## config.mk

```make
export PLATFORM = sky130hd
export DESIGN_NAME = multicycle_ctrl
export DESIGN_NICKNAME = d
export VERILOG_FILES = /design/src/rtl/multicycle_ctrl.sv
export SDC_FILE = /design/constraint.sdc
export NUM_CORES = 1
export LEC_CHECK = 0
export BUFFER_PORTS_ARGS = -buffer_cell sky130_fd_sc_hd__clkbuf_2
export CAP_MARGIN = 20
export CELL_PAD_IN_SITES_DETAIL_PLACEMENT = 1
export CELL_PAD_IN_SITES_GLOBAL_PLACEMENT = 1
export CORE_AREA = 2 2 63 65
export DETAILED_ROUTE_END_ITERATION = 6
export DIE_AREA = 0 0 65 67
export PLACE_DENSITY_LB_ADDON = 0.1
export RECOVER_POWER = 100
export SLEW_MARGIN = 20
export SYNTH_ARGS = -nofsm -noshare
export SYNTH_HDL_FRONTEND = slang
export SYNTH_SLANG_ARGS = --single-unit
export TNS_END_PERCENT = 20
```

## constraint.sdc

```tcl
create_clock -name clk -period 5.3 [get_ports clk]
set_input_delay 1.06 -clock clk [delete_from_list [all_inputs] [get_ports clk]]
set_output_delay 1.06 -clock clk [all_outputs]
set_load 0.005 [all_outputs]
```

## src/rtl/multicycle_ctrl.sv

```systemverilog
// multicycle_ctrl: FETCH/DECODE/EXEC/MEM/WB sequencer for the 16-bit,
// 4-bit-opcode multi-cycle core. Drives datapath strobes from state and
// the latched opcode, waits on a variable-latency memory handshake,
// counts retired instructions and parks the core on HALT or timeout.
//
// Ports:
//   clk, rst_n           clock, async active-low reset
//   opcode               IR[15:12], valid from DECODE onward
//   mem_ready            memory access completes this cycle
//   branch_taken         ALU compare result, used in EXEC
//   mem_read, mem_write  memory strobes
//   iord                 memory address select (0 = PC, 1 = ALU)
//   ir_write, mdr_write  IR / MDR load enables
//   pc_write, pc_src     PC load enable / source
//   alu_op, alu_src      ALU op class / B-operand select
//   reg_write, reg_dst,
//   mem_to_reg           register-file write controls
//   halted, mem_err      parked / memory timeout flags
//   instret              retired-instruction count (wraps)
//
// Build option: define MC_CTRL_TIMEOUT_EN to bound memory waits at
// MEM_TIMEOUT cycles; otherwise waits are unbounded and mem_err is 0.

module multicycle_ctrl #(
  parameter int MEM_TIMEOUT = 16,
  parameter int CNT_W       = 16
) (
  input  logic             clk,
  input  logic             rst_n,
  input  logic [3:0]       opcode,
  input  logic             mem_ready,
  input  logic             branch_taken,
  output logic             mem_read,
  output logic             mem_write,
  output logic             iord,
  output logic             ir_write,
  output logic             mdr_write,
  output logic             pc_write,
  output logic [1:0]       pc_src,
  output logic [1:0]       alu_op,
  output logic             alu_src,
  output logic             reg_write,
  output logic             reg_dst,
  output logic             mem_to_reg,
  output logic             halted,
  output logic             mem_err,
  output logic [CNT_W-1:0] instret
);

  localparam logic [2:0] S_RST    = 3'd0;
  localparam logic [2:0] S_FETCH  = 3'd1;
  localparam logic [2:0] S_DECODE = 3'd2;
  localparam logic [2:0] S_EXEC   = 3'd3;
  localparam logic [2:0] S_MEM    = 3'd4;
  localparam logic [2:0] S_WB     = 3'd5;
  localparam logic [2:0] S_HALT   = 3'd6;
  localparam logic [2:0] S_ERR    = 3'd7;

  localparam logic [3:0] OP_A    = 4'b0000;
  localparam logic [3:0] OP_LW   = 4'b1000;
  localparam logic [3:0] OP_SW   = 4'b1011;
  localparam logic [3:0] OP_BLT  = 4'b0100;
  localparam logic [3:0] OP_BGT  = 4'b0101;
  localparam logic [3:0] OP_BEQ  = 4'b0110;
  localparam logic [3:0] OP_JMP  = 4'b1100;
  localparam logic [3:0] OP_HALT = 4'b1111;

  logic [2:0] state;
  logic [2:0] nxt;
  logic [3:0] op_q;
  logic       retire;
  logic       tmo;

`ifdef MC_CTRL_TIMEOUT_EN
  localparam int WW = $clog2(MEM_TIMEOUT + 1);
  localparam logic [WW-1:0] LIM = WW'(MEM_TIMEOUT - 1);

  logic [WW-1:0] wcnt;
  logic          waiting;

  assign waiting = (state == S_FETCH || state == S_MEM) && !mem_ready;
  assign tmo     = waiting && (wcnt == LIM);

  // Any state change clears the counter, which covers every entry
  // into FETCH or MEM; it only advances while stalled in place.
  always_ff @(posedge clk or negedge rst_n) begin
    if (!rst_n) begin
      wcnt <= '0;
    end else if (nxt != state) begin
      wcnt <= '0;
    end else if (waiting) begin
      wcnt <= wcnt + WW'(1);
    end
  end
`else
  assign tmo = 1'b0;
`endif

  always_comb begin
    nxt        = state;
    retire     = 1'b0;
    mem_read   = 1'b0;
    mem_write  = 1'b0;
    iord       = 1'b0;
    ir_write   = 1'b0;
    mdr_write  = 1'b0;
    pc_write   = 1'b0;
    pc_src     = 2'b00;
    alu_op     = 2'b00;
    alu_src    = 1'b0;
    reg_write  = 1'b0;
    reg_dst    = 1'b0;
    mem_to_reg = 1'b0;
    halted     = 1'b0;
    mem_err    = 1'b0;
    case (state)
      S_RST: nxt = S_FETCH;
      S_FETCH: begin
        mem_read = 1'b1;
        if (mem_ready) begin
          ir_write = 1'b1;
          pc_write = 1'b1;
          nxt      = S_DECODE;
        end else if (tmo) begin
          nxt = S_ERR;
        end
      end
      // op_q is not loaded until the end of DECODE, so decode
      // from the live IR field in this one state.
      S_DECODE: begin
        case (opcode)
          OP_A, OP_LW, OP_SW,
          OP_BLT, OP_BGT, OP_BEQ: nxt = S_EXEC;
          OP_JMP: begin
            pc_write = 1'b1;
            pc_src   = 2'b10;
            retire   = 1'b1;
            nxt      = S_FETCH;
          end
          OP_HALT: nxt = S_HALT;
          default: begin
            retire = 1'b1;
            nxt    = S_FETCH;
          end
        endcase
      end
      S_EXEC: begin
        case (op_q)
          OP_A: nxt = S_WB;
          OP_LW, OP_SW: begin
            alu_op  = 2'b10;
            alu_src = 1'b1;
            nxt     = S_MEM;
          end
          OP_BLT, OP_BGT, OP_BEQ: begin
            alu_op   = 2'b01;
            pc_write = branch_taken;
            pc_src   = 2'b01;
            retire   = 1'b1;
            nxt      = S_FETCH;
          end
          default: nxt = S_FETCH;
        endcase
      end
      S_MEM: begin
        iord = 1'b1;
        if (op_q == OP_LW) begin
          mem_read = 1'b1;
        end else begin
          mem_write = 1'b1;
        end
        if (mem_ready) begin
          if (op_q == OP_LW) begin
            mdr_write = 1'b1;
            nxt       = S_WB;
          end else begin
            retire = 1'b1;
            nxt    = S_FETCH;
          end
        end else if (tmo) begin
          nxt = S_ERR;
        end
      end
      S_WB: begin
        reg_write  = 1'b1;
        reg_dst    = (op_q == OP_A);
        mem_to_reg = (op_q == OP_LW);
        retire     = 1'b1;
        nxt        = S_FETCH;
      end
      S_HALT: halted = 1'b1;
      S_ERR: begin
        halted = 1'b1;
`ifdef MC_CTRL_TIMEOUT_EN
        mem_err = 1'b1;
`endif
      end
      default: nxt = S_RST;
    endcase
  end

  always_ff @(posedge clk or negedge rst_n) begin
    if (!rst_n) begin
      state   <= S_RST;
      op_q    <= 4'b0000;
      instret <= '0;
    end else begin
      state <= nxt;
      if (state == S_DECODE) begin
        op_q <= opcode;
      end
      if (retire) begin
        instret <= instret + CNT_W'(1);
      end
    end
  end

endmodule
```

# [After elaboration in Yosys (flattened, before gate mapping)]
# Index checks and enable logic that the tools add are counted.
[classes] n_addsub=1 reduce_logical=11 n_eq_ne=21 muxes=33
[op_table] cell="$eq A4 B3 Y1 const B" count=6
[op_table] cell="$eq A4 B4 Y1 const B" count=6
[op_table] cell="$mux W1" count=20
[op_table] cell="$add A16 B1 Y16 const B" count=1
[op_table] cell="$pmux W3 S5" count=1
[op_table] cell="$eq A3 B3 Y1 const B" count=4
[op_table] cell="$pmux W3 S2" count=2
[op_table] cell="$mux W3" count=3
[op_table] cell="$logic_not A4 Y1" count=2
[op_table] cell="$pmux W2 S2" count=2
[op_table] cell="$reduce_or A7 Y1" count=1
[op_table] cell="$eq A3 B2 Y1 const B" count=2
[op_table] cell="$reduce_or A2 Y1" count=3
[op_table] cell="$reduce_or A6 Y1" count=1
[op_table] cell="$reduce_bool A5 Y1" count=1
[op_table] cell="$mux W2" count=2
[op_table] cell="$ne A2 B2 Y1 const B" count=2
[op_table] cell="$pmux W1 S4" count=1
[op_table] cell="$eq A3 B1 Y1 const B" count=1
[op_table] cell="$logic_not A3 Y1" count=1
[op_table] cell="$pmux W1 S3" count=1
[op_table] cell="$reduce_and A3 Y1" count=1
[op_table] cell="$reduce_or A3 Y1" count=1
[op_table] cell="$pmux W1 S2" count=1
[word_totals] inputBits=8 ff_bits=23 out_inout_bits=32 elab_cells=69

# [Depth between registers and ports, before layout]
# Gate-level depths: netlist (run 1).
[logic_depth] depth_word=4 ltp_mapped=8 ltp_nobuf=6

# [Worst setup path after synthesis (run 1)]
# OpenSTA, ideal clock, no wires.
[synth_timing] path_kind="input to output" start="input opcode[2]" end="output pc_write" path_stages=4 arrival_time_ps=1612 path_slack_ps=2628 t_required_ps=4240 path_buffers=0 path_cell_list="nand2_1 > nor4b_1 > a21oi_1 > o21bai_1"
[synth_between] elab_chain_cells=3
[synth_lines] element="start, declared" line="30" source="input logic [3:0] opcode,"
[synth_lines] element="$eq A4 B4 Y1" line="131" source="case (opcode)"
[synth_lines] element="$mux W1" line="131"
[synth_lines] element="$pmux W1 S3" line="116" source="case (state)"
[synth_lines] element="end, declared" line="38" source="output logic pc_write,"
# No other way between the ends.

# [Worst setup path after layout (run 1)]
[layout_timing] start="register state[1]" end="output pc_write"
[layout_between] elab_chain_cells=2 elab_cells_between_ends=4 classes_between="3 x eq/ne; 1 x mux"
[layout_lines] element="start, declared" line="68" source="logic [2:0] state;"
[layout_lines] element="start signal, assigned" line="208" source="state <= nxt;"
[layout_lines] element="$eq A3 B2 Y1 / $eq A3 B1 Y1 (equally long branches)" line="116"
[layout_lines] element="$pmux W1 S3 (*)" line="116"
# Every way passes the cells marked *; elsewhere a longest branch is shown, timed or not.

==> flow_summary.json, run 1 <==
{
  "drive_gt1_share_pct": 21.5,
  "synth_fp_nets": 154,
  "irDropWorstVdd_mv": 0.202,
  "first_global_vias": 1201,
  "vias_per_cell": 5.27,
  "power_frac_seq_pct": 41.9,
  "syn_area_per_cell_um2": 10.3,
  "crit_buf_inv": 1,
  "cpPeakStageDelay_ns": 0.87,
  "yosys.area.top_type_share_pct": 39.2,
  "cts_max_path_buffers": 2,
  "h-tree-depth": 1,
  "setup_viol_count_final": 0,
  "path_clk_slew_ns": 0.08,
  "die_x_um": 65,
  "grt_max_degree": 24,
  "syn_area_um2": 1470,
  "fin_setup_tns_ns": 0,
  "antenna_found_initial": 0,
  "rsz0062_at_grt": "no",
  "clock_skew_ns": 0.00200,
  "nNetsFinal": 189,
  "root_buffer": "clkbuf_8",
  "place.gp.congestion": 0.777,
  "p_per_area_nw_per_um2": 430,
  "start_kind": "flop",
  "p_switching_uw": 293,
  "worst-path-max-fanout": 16,
  "grtUsageTotal_pct": 16.5,
  "drc_errors": 0,
  "cts_tree": "yes",
  "worst_pin_slew_ns": 1.23,
  "status": "finished clean",
  "routed_wirelength_um": 3300,
  "min-delay-start": "instret[15]",
  "clock_latency_ns": 0.25,
  "rows": 22,
  "ctsResizeCount": 0,
  "first_pass_iters": 4,
  "synth_edf_count": 0,
  "max_slew_margin_pct": 18.2,
  "yosysWarnings": 0,
  "dieHeight_um": 67,
  "crit_family": "simple AND/OR/NAND/NOR gates",
  "yosys-top-cells-count": "dfrtp_1, xor2_1, nor2_1, o21ai_0, nor3_1",
  "synth_top_cell_by_area": "dfrtp_1",
  "finalMaxSlewViolations": 0,
  "cts_sinks": 23,
  "endpoint_kind": "output port",
  "stdcell_count": 225,
  "insertedDiodeCount": 0,
  "dr.first_iter.drc_count": 57,
  "port_buffers": 38,
  "synthArstFlopShare_pct": 100,
  "synth_area_leaders": "dfrtp_1, xor2_1, mux2_2, ha_1, nor4b_1",
  "fin_area_um2": 1640,
  "startpoint": "state[1]",
  "yosysSeqAreaShare_pct": 39.2,
  "yosysUniqueCellTypes": 42,
  "power.share.combinational_pct": 43.4,
  "fmax_mhz": 278,
  "fp.coreArea_um2": 3610,
  "grt_pass1_wl_um": 5550,
  "ant_nets": 0,
  "leakage_uw": 0.000803,
  "timing.rr.start": "state[1]",
  "finalHoldViolCount": 0,
  "place_area_um2": 1670,
  "cts_hold_buf": 0,
  "worstPathCellList": "nor3b_1, nor4b_1, a21oi_1, o21bai_1, clkbuf_2",
  "pin_count": 40,
  "finalCritPeriodShare_pct": 67.7,
  "ys_ff_latch": 23,
  "wl_per_cell_um": 14.7,
  "via_count": 1186,
  "areaGrowthSynthToFinish_pct": 12.0,
  "power.switching_fraction_pct": 41.4,
  "grt-ovfl-total": 0,
  "cts_post_setup_buffers_inserted": 0,
  "synth_most_common_cell": "dfrtp_1",
  "die-area_um2": 4360,
  "internal_power_uw": 415,
  "cts_buffers": 3,
  "required_ns": 4.24,
  "layout_min_cycle_time_ns": 3.59,
  "slowest_stage": "nor3b_1",
  "p_clk_share_pct": 14.7,
  "placed_cells_incl_taps": 221,
  "cp.arrival_ns": 2.53,
  "hold_class": "flop to flop",
  "crit_type": "flop to output port",
  "start_util_pct": 40.7,
  "synth_ff_type": "dfrtp_1",
  "syn_inst": 143,
  "hpwl_um": 2590,
  "drv_cap": 0
}
[placed cells by master (no fill, tap or decap), types with 2 or more instances in the layout]
master,n
and3_1,5
nand2b_1,3
nand3_1,5
dfrtp_1,23
clkbuf_8,3
xor2_1,15
ha_1,3
nand2_1,5
nor3_1,6
nor2b_1,5
mux2_1,2
nor4_1,5
and3b_1,2
nand3b_1,2
mux2_2,4
a21oi_1,4
clkbuf_1,11
o21ai_0,7
nor2_1,10
nand4_1,3
and2_0,4
clkbuf_2,28
nor3b_1,2
nor4b_1,7
[power by group through the flow]
stage                     sequential [uW]  clock, uW  combinational [uW]
final                                 296        104                 307
after CTS                             306        109                 338
after detailed placement              309          0                 335
after global routing                  306        117                 347
after floorplan                       276          0                 274
after global placement                305          0                 324
[registers in the layout, indices dropped and copies added (netlist names)]
name,count
instret,16
op_q,4
state,3
[final cells by class]
type                       count  area (um^2)
timing repair buffer          38          178
sequential                    23          576
multi-input combinational    111          782
fill                         439         1960
tap                           48         60.1
clock buffer                   4         45.0
inverter                       1         3.75
[worst paths after layout]
check | slack [ns] | to | cells after the start
hold / removal | 0.47 | instret[15] | 1
max in group asynchronous | 3.54 | op_q[1] | 1
min in group asynchronous | 1.04 | instret[9] | 1
setup reg to reg | 2.58 | instret[1] | 5
setup / recovery | 1.71 | pc_write | 5
hold reg to reg | 0.47 | instret[15] | 1
[logic make-up after synthesis]
family / count (synthesis) / synth area share, %
XOR/XNOR: 16 / 9.55
multiplexers: 6 / 4.60
AND/OR/NAND/NOR: 67 / 30.7
other: 1 / 0.256
flip-flops: 23 / 39.2
AO/OA/AOI/OAI: 18 / 9.29
buffers and inverters: 9 / 3.84
adder cells (fa/ha/maj): 3 / 2.56
[layer usage]
layer | up-vias | track usage [%] | share of wire (%)
li1 | 580 | - | -
met1 | 576 | 19.2 | 44
met2 | 26 | 31.4 | 51
met3 | 4 | 1.86 | 4.0
met4 | 0 | 4.79 | 0.94
met5 | - | 0 | 0
[metrics by stage]
step	power (uW)	setup slack, ns	hold slack [ns]	util (%)
after detailed placement	644	2.10	0.458	46.2
after floorplan	550	2.63	0.465	-
after global routing	770	1.42	0.504	45.6
after CTS	754	1.98	0.472	47.4
after global placement	629	2.16	0.455	46.2
final	708	1.71	0.466	45.6
No activity file was read; power rests on OpenSTA's default activity.
==> run 2: changes to the inputs <==
Settings changed: CORE_AREA 2 2 63 65 to 2 2 68 70, DIE_AREA 0 0 65 67 to 0 0 70 72.
Clock period 5.3 ns to 3.05 ns, I/O delays scaled along.
==> run 2 against run 1 <==
Against the previous run: largest power group unchanged; global-route usage is 1.3 points lower; combinational power up 80%; design area grew 0.76%; highest routed layer unchanged; via count up 0.93%; sequential share of layout area is 0.26 points lower; routed wire length grew 10%; hold slack better by 0.0073 ns; final cell count up 2.7%; clock-buffer cell count did not move.
==> flow_summary.json, run 2 (same netlist as run 1, synthesis figures left out) <==
{
  "min-delay-start": "instret[15]",
  "cts_tree": "yes",
  "placed_cells_incl_taps": 227,
  "path_clk_slew_ns": 0.08,
  "wl_per_cell_um": 15.7,
  "start_kind": "input pin",
  "fill_cells": 497,
  "slowest_stage": "clkbuf_1",
  "setup_ws_ns": 0.410,
  "insertedDiodeCount": 0,
  "finalMaxSlewViolations": 0,
  "drc_errors": 0,
  "ant_nets": 0,
  "gr-max-usage-layer": "met2",
  "grt_max_degree": 24,
  "top_register": "instret",
  "startpoint": "opcode[2]",
  "h-tree-depth": 1,
  "start_util_pct": 34.4,
  "r2r_setup_slack_ns": 0.42,
  "antenna_found_initial": 0,
  "fin_util_pct": 38.8,
  "drive_gt1_share_pct": 20.1,
  "place.gp.congestion": 0.797,
  "fin_setup_tns_ns": 0,
  "use_met2_pct": 27.9,
  "root_buffer": "clkbuf_8",
  "gr-usage-met1_pct": 18.5,
  "cts_sinks": 23,
  "port_buffers": 38,
  "worstPathCellList": "clkbuf_2, mux2_1, o221a_2, a2111oi_0, clkbuf_1, nor2_1, mux2_2",
  "cts_post_setup_buffers_inserted": 0,
  "mostFrequentLayoutCells": "clkbuf_2, dfrtp_1, clkbuf_1, xor2_1, nor2_1",
  "grt-ovfl-total": 0,
  "crit_family": "compound AO/OA/AOI/OAI gates",
  "layout_min_cycle_time_ns": 2.64,
  "vias_per_cell": 5.18,
  "final-seq-area_um2": 576,
  "clock_skew_ns": 0.00597,
  "p_clk_share_pct": 14.7,
  "grt_pass1_wl_um": 6270,
  "nNetsFinal": 191,
  "fin_area_um2": 1660,
  "first_pass_iters": 4,
  "crit_buf_inv": 2,
  "cts_hold_buf": 0,
  "pre_cts_ws_ns": 0.591,
  "cp.arrival_ns": 2.79,
  "pin_count": 40,
  "power.switching_fraction_pct": 42.5,
  "fmax_mhz": 379,
  "dieHeight_um": 72,
  "stdcell_count": 231,
  "power_frac_seq_pct": 41.6,
  "p_per_area_nw_per_um2": 765,
  "first_global_vias": 1282,
  "finalCritPeriodShare_pct": 86.6,
  "worst_pin_slew_ns": 1.28,
  "irDropWorstVdd_mv": 0.234,
  "largest_reg_flops": 16,
  "clock_latency_ns": 0.26,
  "setup_viol_count_final": 0,
  "rows": 24,
  "crit_type": "input pin to flop",
  "dr.first_iter.drc_count": 77,
  "areaGrowthSynthToFinish_pct": 12.9,
  "grtUsageTotal_pct": 15.1,
  "max_slew_margin_pct": 14.8,
  "die_x_um": 70,
  "reg.largest.list": "instret (16), op_q (4), state (3)",
  "leakage_uw": 0.000795,
  "hold_class": "flop to flop",
  "drv_cap": 0,
  "finalHoldViolCount": 0,
  "via_count": 1197,
  "worst-path-max-fanout": 15,
  "status": "finished clean",
  "rsz0062_at_grt": "no",
  "met3_usage_pct": 2.08,
  "multi_input_area_um2": 785,
  "cts_buffers": 3,
  "cpPeakStageDelay_ns": 0.55,
  "power.share.combinational_pct": 43.8,
  "routed_wirelength_um": 3640,
  "die-area_um2": 5040,
  "hpwl_um": 2800,
  "ctsResizeCount": 0,
  "required_ns": 3.20,
  "endpoint_kind": "flop",
  "place_area_um2": 1690,
  "p_switching_uw": 539,
  "fp.coreArea_um2": 4260,
  "cts_max_path_buffers": 2,
  "internal_power_uw": 728,
  "timing.rr.start": "op_q[3]"
}
-- run 2: worst paths after layout --
check,cells past startpoint,end
setup / recovery,7,instret[1]
hold / removal,1,instret[15]
setup reg to reg,6,instret[1]
hold reg to reg,1,instret[15]
max in group asynchronous,1,instret[9]
min in group asynchronous,1,instret[13]
-- run 2: cell type report --
class | instances | share of cell area [%]
clock buffer | 4 | 2.72
inverter | 1 | 0.227
multi-input combinational | 111 | 47.4
sequential | 23 | 34.7
tap | 52 | 3.93
timing repair buffer | 40 | 11.0
-- run 2: power by group through the flow --
stage	registers, uW	clock network [uW]	logic, uW
5_1_grt	546	212	615
3_3_place_gp	531	0	592
6_report	526	186	554
2_1_floorplan	480	0	476
4_1_cts	535	194	618
3_5_place_dp	542	0	613
-- run 2: stage by stage --
step	power, uW	hold slack [ns]
4_1_cts	1350	0.351
3_5_place_dp	1160	0.459
3_3_place_gp	1120	0.460
5_1_grt	1370	0.513
6_report	1270	0.473
2_1_floorplan	956	0.314
-- run 2: worst register-to-register path, stage by stage, from the launching register on --
cell and delay, ns:
dfrtp_1 0.47, nor4b_2 0.48, and3b_1 0.24, a2111oi_0 0.32
clkbuf_1 0.55, nor2_1 0.16, mux2_2 0.30
-- run 2: per-layer routing --
metal	routed length, um	part of all wire (%)
met2	1840	51
met5	0	0
met3	145	4.0
met1	1610	44
met4	34	0.94
